==> src/rtl/accu_pkg.sv <==
// Shared definitions for the multi-channel window accumulator:
// result/counter width helpers and the error-flag encoding.
package accu_pkg;

  // Error flag encoding for err_ch
  localparam logic ERR_CLEAR  = 1'b0;  // no out-of-range channel seen
  localparam logic ERR_BAD_CH = 1'b1;  // a sample arrived with in_ch >= NUM_CH

  // Width of a full-window sum: a window of win_len samples of din_w bits
  // can never overflow this, with one extra bit of margin for the sign.
  function automatic int accu_out_w(input int din_w, input int win_len);
    return din_w + $clog2(win_len) + 1;
  endfunction

  // Width of the per-channel sample counter (counts 0 .. win_len-1)
  function automatic int cnt_w(input int win_len);
    return $clog2(win_len);
  endfunction

endpackage

==> src/rtl/accu_lane.sv <==
// One channel of the window accumulator: a running sum and sample counter.
// done pulses combinationally on the add that completes a window; sum_done
// carries the completed window sum in that same cycle, and the lane
// restarts from zero on the next edge.
module accu_lane
  import accu_pkg::*;
#(
  parameter int SUM_W   = 39,
  parameter int WIN_LEN = 50
) (
  input  logic                    clk,
  input  logic                    rst,
  input  logic                    clr,
  input  logic                    add_en,
  input  logic signed [SUM_W-1:0] din_ext,
  output logic                    done,
  output logic signed [SUM_W-1:0] sum_done
);

  localparam int               CNT_W    = cnt_w(WIN_LEN);
  localparam logic [CNT_W-1:0] CNT_LAST = CNT_W'(WIN_LEN - 1);
  localparam logic [CNT_W-1:0] CNT_ONE  = CNT_W'(1);

  logic signed [SUM_W-1:0] sum_q, sum_d;
  logic [CNT_W-1:0]        cnt_q, cnt_d;

  // Next sum/count: clear has priority, a completing add restarts the window
  always_comb begin
    done     = add_en && !clr && (cnt_q == CNT_LAST);
    sum_done = sum_q + din_ext;
    sum_d    = sum_q;
    cnt_d    = cnt_q;
    if (clr) begin
      sum_d = '0;
      cnt_d = '0;
    end else if (done) begin
      sum_d = '0;
      cnt_d = '0;
    end else if (add_en) begin
      sum_d = sum_done;
      cnt_d = cnt_q + CNT_ONE;
    end
  end

  // Lane state registers
  always_ff @(posedge clk) begin
    if (rst) begin
      sum_q <= '0;
      cnt_q <= '0;
    end else begin
      sum_q <= sum_d;
      cnt_q <= cnt_d;
    end
  end

endmodule

==> src/rtl/win_accu_mc.sv <==
// Multi-channel tumbling-window accumulator.
// Time-interleaved signed samples tagged with a channel index are summed
// per channel; every WIN_LEN accepted samples on a channel one window sum
// is emitted through a single-entry output register.
// Optional build macro WIN_ACCU_ABS_EN: accumulate |din| instead of din.
module win_accu_mc
  import accu_pkg::*;
#(
  parameter  int DIN_W   = 32,
  parameter  int WIN_LEN = 50,
  parameter  int NUM_CH  = 4,
  localparam int CH_W    = (NUM_CH > 1) ? $clog2(NUM_CH) : 1,
  localparam int DOUT_W  = accu_out_w(DIN_W, WIN_LEN)
) (
  input  logic                     clk,
  input  logic                     rst,
  input  logic                     clr,
  input  logic                     in_valid,
  output logic                     in_ready,
  input  logic [CH_W-1:0]          in_ch,
  input  logic signed [DIN_W-1:0]  din,
  output logic                     out_valid,
  input  logic                     out_ready,
  output logic [CH_W-1:0]          out_ch,
  output logic signed [DOUT_W-1:0] dout,
  output logic                     err_ch
);

  // Handshake: a transfer happens on any edge where valid && ready on that
  // side. The output is a single register whose ready passes straight
  // through to the input (in_ready = !out_valid || out_ready), so a stalled
  // result freezes all channel state and nothing is ever dropped. in_valid
  // never reaches out_valid combinationally.

  logic                     out_valid_q, out_valid_d;
  logic [CH_W-1:0]          out_ch_q, out_ch_d;
  logic signed [DOUT_W-1:0] dout_q, dout_d;
  logic                     err_ch_q, err_ch_d;

  logic                     accept;
  logic                     ch_ok;
  logic signed [DOUT_W-1:0] din_ext;
  logic [NUM_CH-1:0]        add_en;
  logic [NUM_CH-1:0]        lane_done;
  logic signed [DOUT_W-1:0] lane_sum [NUM_CH];
  logic                     done_any;
  logic [CH_W-1:0]          done_ch;
  logic signed [DOUT_W-1:0] done_sum;

  assign in_ready = !out_valid_q || out_ready;

  // Sample contribution, widened to the result width
`ifdef WIN_ACCU_ABS_EN
  logic signed [DIN_W:0] din_wide;
  logic signed [DIN_W:0] din_abs;

  // Magnitude in DIN_W+1 bits so the most-negative input stays exact
  always_comb begin
    din_wide = (DIN_W + 1)'(din);
    din_abs  = din_wide[DIN_W] ? -din_wide : din_wide;
    din_ext  = DOUT_W'(din_abs);
  end
`else
  // Plain sign extension of the sample
  always_comb begin
    din_ext = DOUT_W'(din);
  end
`endif

  // Channel decode: one lane at most is enabled; clr suppresses the add
  always_comb begin
    accept = in_valid && in_ready;
    ch_ok  = 32'(in_ch) < 32'(NUM_CH);
    add_en = '0;
    for (int c = 0; c < NUM_CH; c++) begin
      add_en[c] = accept && !clr && ch_ok && (in_ch == CH_W'(c));
    end
  end

  for (genvar g = 0; g < NUM_CH; g++) begin : g_lane
    accu_lane #(
      .SUM_W   (DOUT_W),
      .WIN_LEN (WIN_LEN)
    ) u_lane (
      .clk      (clk),
      .rst      (rst),
      .clr      (clr),
      .add_en   (add_en[g]),
      .din_ext  (din_ext),
      .done     (lane_done[g]),
      .sum_done (lane_sum[g])
    );
  end

  // Select the completing lane (at most one per cycle)
  always_comb begin
    done_any = |lane_done;
    done_ch  = '0;
    done_sum = '0;
    for (int c = 0; c < NUM_CH; c++) begin
      if (lane_done[c]) begin
        done_ch  = CH_W'(c);
        done_sum = lane_sum[c];
      end
    end
  end

  // Output register next state and sticky channel error
  always_comb begin
    out_valid_d = out_valid_q;
    out_ch_d    = out_ch_q;
    dout_d      = dout_q;
    err_ch_d    = err_ch_q;
    if (done_any) begin
      out_valid_d = 1'b1;
      out_ch_d    = done_ch;
      dout_d      = done_sum;
    end else if (out_ready) begin
      out_valid_d = 1'b0;
    end
    if (accept && !ch_ok) begin
      err_ch_d = ERR_BAD_CH;
    end
  end

  // Output and error registers
  always_ff @(posedge clk) begin
    if (rst) begin
      out_valid_q <= 1'b0;
      out_ch_q    <= '0;
      dout_q      <= '0;
      err_ch_q    <= ERR_CLEAR;
    end else begin
      out_valid_q <= out_valid_d;
      out_ch_q    <= out_ch_d;
      dout_q      <= dout_d;
      err_ch_q    <= err_ch_d;
    end
  end

  assign out_valid = out_valid_q;
  assign out_ch    = out_ch_q;
  assign dout      = dout_q;
  assign err_ch    = err_ch_q;

endmodule

==> config.mk <==
export PLATFORM = sky130hd
export DESIGN_NAME = win_accu_mc
export DESIGN_NICKNAME = d
export VERILOG_FILES = /design/src/rtl/accu_pkg.sv /design/src/rtl/accu_lane.sv /design/src/rtl/win_accu_mc.sv
export SDC_FILE = /design/constraint.sdc
export NUM_CORES = 1
export LEC_CHECK = 0
export BUFFER_PORTS_ARGS = -buffer_cell sky130_fd_sc_hd__buf_2
export CAP_MARGIN = 20
export CORE_MARGIN = 2
export CORE_UTILIZATION = 37
export DETAILED_ROUTE_END_ITERATION = 8
export GPL_ROUTABILITY_DRIVEN = 0
export RECOVER_POWER = 50
export SYNTH_ARGS = -nofsm -noshare
export SYNTH_HDL_FRONTEND = slang
export SYNTH_SLANG_ARGS = --single-unit
==> constraint.sdc <==
create_clock -name clk -period 6.6 [get_ports clk]
set_clock_uncertainty 0.1 [all_clocks]
set_input_delay 0.99 -clock clk [delete_from_list [all_inputs] [get_ports clk]]
set_output_delay 0.99 -clock clk [all_outputs]
set_load 0.03 [all_outputs]
==> impl_metrics.json <==
{
  "status": "finished, violations left",
  "violations": "max-capacitance violations, max-slew violations",
  "yosysMostFrequentCell": "nand2_1",
  "worst_pin_slew_ns": 2.760,
  "cts_root_buffer": "clkbuf_16",
  "grt_pass1_vias": 16080,
  "die_area_um2": 46880,
  "diodes": 0,
  "setup_viol": 0,
  "cpLargestDelayFamily": "buffers and inverters",
  "seq_area_frac_synth": 0.2660,
  "dr_total_vias": 16760,
  "setup_tns_ns": 0,
  "firstDrtPassIters": 6,
  "core_area_um2": 44410,
  "antenna_found_initial": 1,
  "synth.area.top_cells": "dfxtp_1 (27%), ha_1 (12%), a21oi_1 (9.3%)",
  "cts_setup_buffers": 0,
  "yosysTopAreaCellShare": 0.2660,
  "cts_max_level": 1,
  "cts_buffers": 28,
  "peakVddDrop_mv": 0.1451,
  "synth_ff_type": "dfxtp_1",
  "synth_area_um2": 16710,
  "min-delay-path-class": "reg2reg",
  "arrival_ns": 5.48,
  "cts_tree": "done",
  "grt.overflow.total": 0,
  "slew_violations": 236,
  "hold_viol": 0,
  "first_iter_violations": 1532,
  "async_reset_ff_frac": 0,
  "max-slew-margin-rel": -0.8397,
  "hpwl_mm": 41.74,
  "synth_fp_nets": 2408,
  "regToRegEndpoint": "g_lane[3].u_lane.sum_q[33]",
  "whs_ns": 0.3522,
  "fillerInstances": 4568,
  "cp_max_fo": 47,
  "grt_pass1_wl_mm": 90.18,
  "yosysUniqueCellTypes": 87,
  "p_leak_nw": 7.325,
  "syn2layout_area_growth_pct": 10.01,
  "start_kind": "input port",
  "synth_seq_cells": 222,
  "clk_path_buf_depth": 3,
  "cp_slowest_cell": "clkbuf_1",
  "clkSinkCount": 222,
  "post_drt_via_cell_ratio": 5.925,
  "regArea_um2": 4444,
  "setup_slack_ns": 1.322,
  "wl_per_cell_um": 20.53,
  "rsz0062_at_grt": "no",
  "crit_start": "clr",
  "post-route-period-util": 0.7997,
  "required_ns": 6.80,
  "grt_max_degree": 50,
  "rows": 77,
  "worstPathCellList": "clkbuf_1 -> nor2b_1 -> nand2_1 -> nor2_1 -> and2_2 -> clkbuf_1 -> nand4_1 -> buf_4 -> nand2_2 -> a211oi_1",
  "clkLatencyLatePin_ns": 0.57,
  "port_buffers": 81,
  "yosys_warnings": 0,
  "drive_gt1_frac": 0.05588,
  "power.total_mw": 3.320,
  "netlist_instances": 2205,
  "endpoint": "g_lane[1].u_lane.sum_q[26]",
  "dp_slack_ns": 1.536,
  "drc_errors": 0,
  "crit_top_cell": "clkbuf_1",
  "regToRegSetupSlack_ns": 1.59,
  "critPathCaptureType": "flip-flop",
  "nNetsFinal": 2419,
  "path_depth": 10,
  "syn_avg_cell_area_um2": 7.578,
  "crit_type": "in2reg",
  "multi_input_area_um2": 11630,
  "pin_count": 83,
  "wirelength_mm": 58.07,
  "synthTopCellsByCount": "nand2_1 (373), a21oi_1 (310), dfxtp_1 (222)",
  "die_h_um": 216.5,
  "grtUsageTotal": 0.2421,
  "crit_buf_inv": 3,
  "fmax_mhz": 189.5,
  "die_width_um": 216.5,
  "power.density_nw_per_um2": 180.6,
  "cts-hold-fix-buffers": 0,
  "cap_violations": 6,
  "reg2regPathDepth": 6,
  "period_needed_ns": 5.278,
  "ctsResizeCount": 0,
  "timing.rr.start": "out_valid",
  "synth_edf_count": 0,
  "cts.clk_slew.worst_paths_ns": 0.06,
  "max_stage_delay_ns": 1.96,
  "synth.largest_area_cell": "dfxtp_1",
  "initial_core_util": 0.3762,
  "ant_nets": 0
}
-- worst reg2reg max path, stage by stage, from the launching register on --
cell and delay (ns):
dfxtp_1 0.34, nand2b_1 0.19, and4_1 0.81, nand4_1 0.38
clkbuf_1 1.03, nand2_1 1.44, o31ai_1 0.62
-- registers in the layout (all words and copies together) (netlist names) --
register	flops
dout	39
out_valid	1
g_lane.u_lane.cnt_q	24
g_lane.u_lane.sum_q	156
out_ch	2
-- cells by family (layout without fill, tap and decap cells) --
group,Yosys count,count (layout),synth area share
AO/OA/AOI/OAI,753,753,0.2908
AND/OR/NAND/NOR,725,725,0.1900
flip-flops,222,222,0.2660
buffers and inverters,169,201,0.03841
XOR/XNOR,167,167,0.08753
adder cells (fa/ha/maj),164,164,0.1246
multiplexers,4,4,0.002471
other,1,1,0.0002244
-- stage by stage --
stage	std cells	cell area [um^2]	util
finish	2829	18380	0.4139
global route	2829	18380	0.4139
CTS	2828	18480	0.4160
detailed placement	2777	17570	0.3956
global placement	2777	17570	0.3956
floorplan	2205	16710	-
-- how the worst min path moves through the flow --
stage	start	end	cells after the start
finish	dout[6]	dout[6]	2
global route	g_lane[2].u_lane.sum_q[22]	g_lane[2].u_lane.sum_q[22]	2
CTS	dout[6]	dout[6]	2
detailed placement	dout[6]	dout[6]	2
global placement	dout[6]	dout[6]	2
floorplan	g_lane[0].u_lane.sum_q[31]	g_lane[0].u_lane.sum_q[31]	2
-- cells in the final DEF, fill, tap and decap left out, types with 57 or more instances in the layout --
| cell | synthesis | routed |
|---|---|---|
| a21o_1 | 72 | 72 |
| ha_1 | 160 | 160 |
| xnor2_1 | 93 | 93 |
| dfxtp_1 | 222 | 222 |
| xor2_1 | 74 | 74 |
| nand2_1 | 373 | 372 |
| o21ai_0 | 77 | 78 |
| nor2_1 | 168 | 168 |
| a21oi_1 | 310 | 310 |
| clkbuf_1 | 103 | 57 |
-- routing by layer --
| metal | up-vias | GRT usage | part of all wire |
|---|---|---|---|
| li1 | 8015 | - | - |
| met1 | 7964 | 0.3349 | 0.45 |
| met2 | 696 | 0.3989 | 0.44 |
| met3 | 84 | 0.03214 | 0.085 |
| met4 | 2 | 0.05616 | 0.021 |
| met5 | - | 0 | 0.00019 |
-- power by group --
group / internal (mW) / leakage, nW / switching [mW]
registers: 1.35 / 1.79 / 0.00567
logic: 0.131 / 5.09 / 0.290
clock network: 0.903 / 0.447 / 0.641
-- final cells by class --
cell class	instances	area share
timing repair buffer	101	0.02593
clock buffer	37	0.04220
clock inverter	14	0.007215
tap	592	0.04029
sequential	222	0.2418
multi-input combinational	1814	0.6326
inverter	49	0.01001
Power figures use the tool's default switching activity.
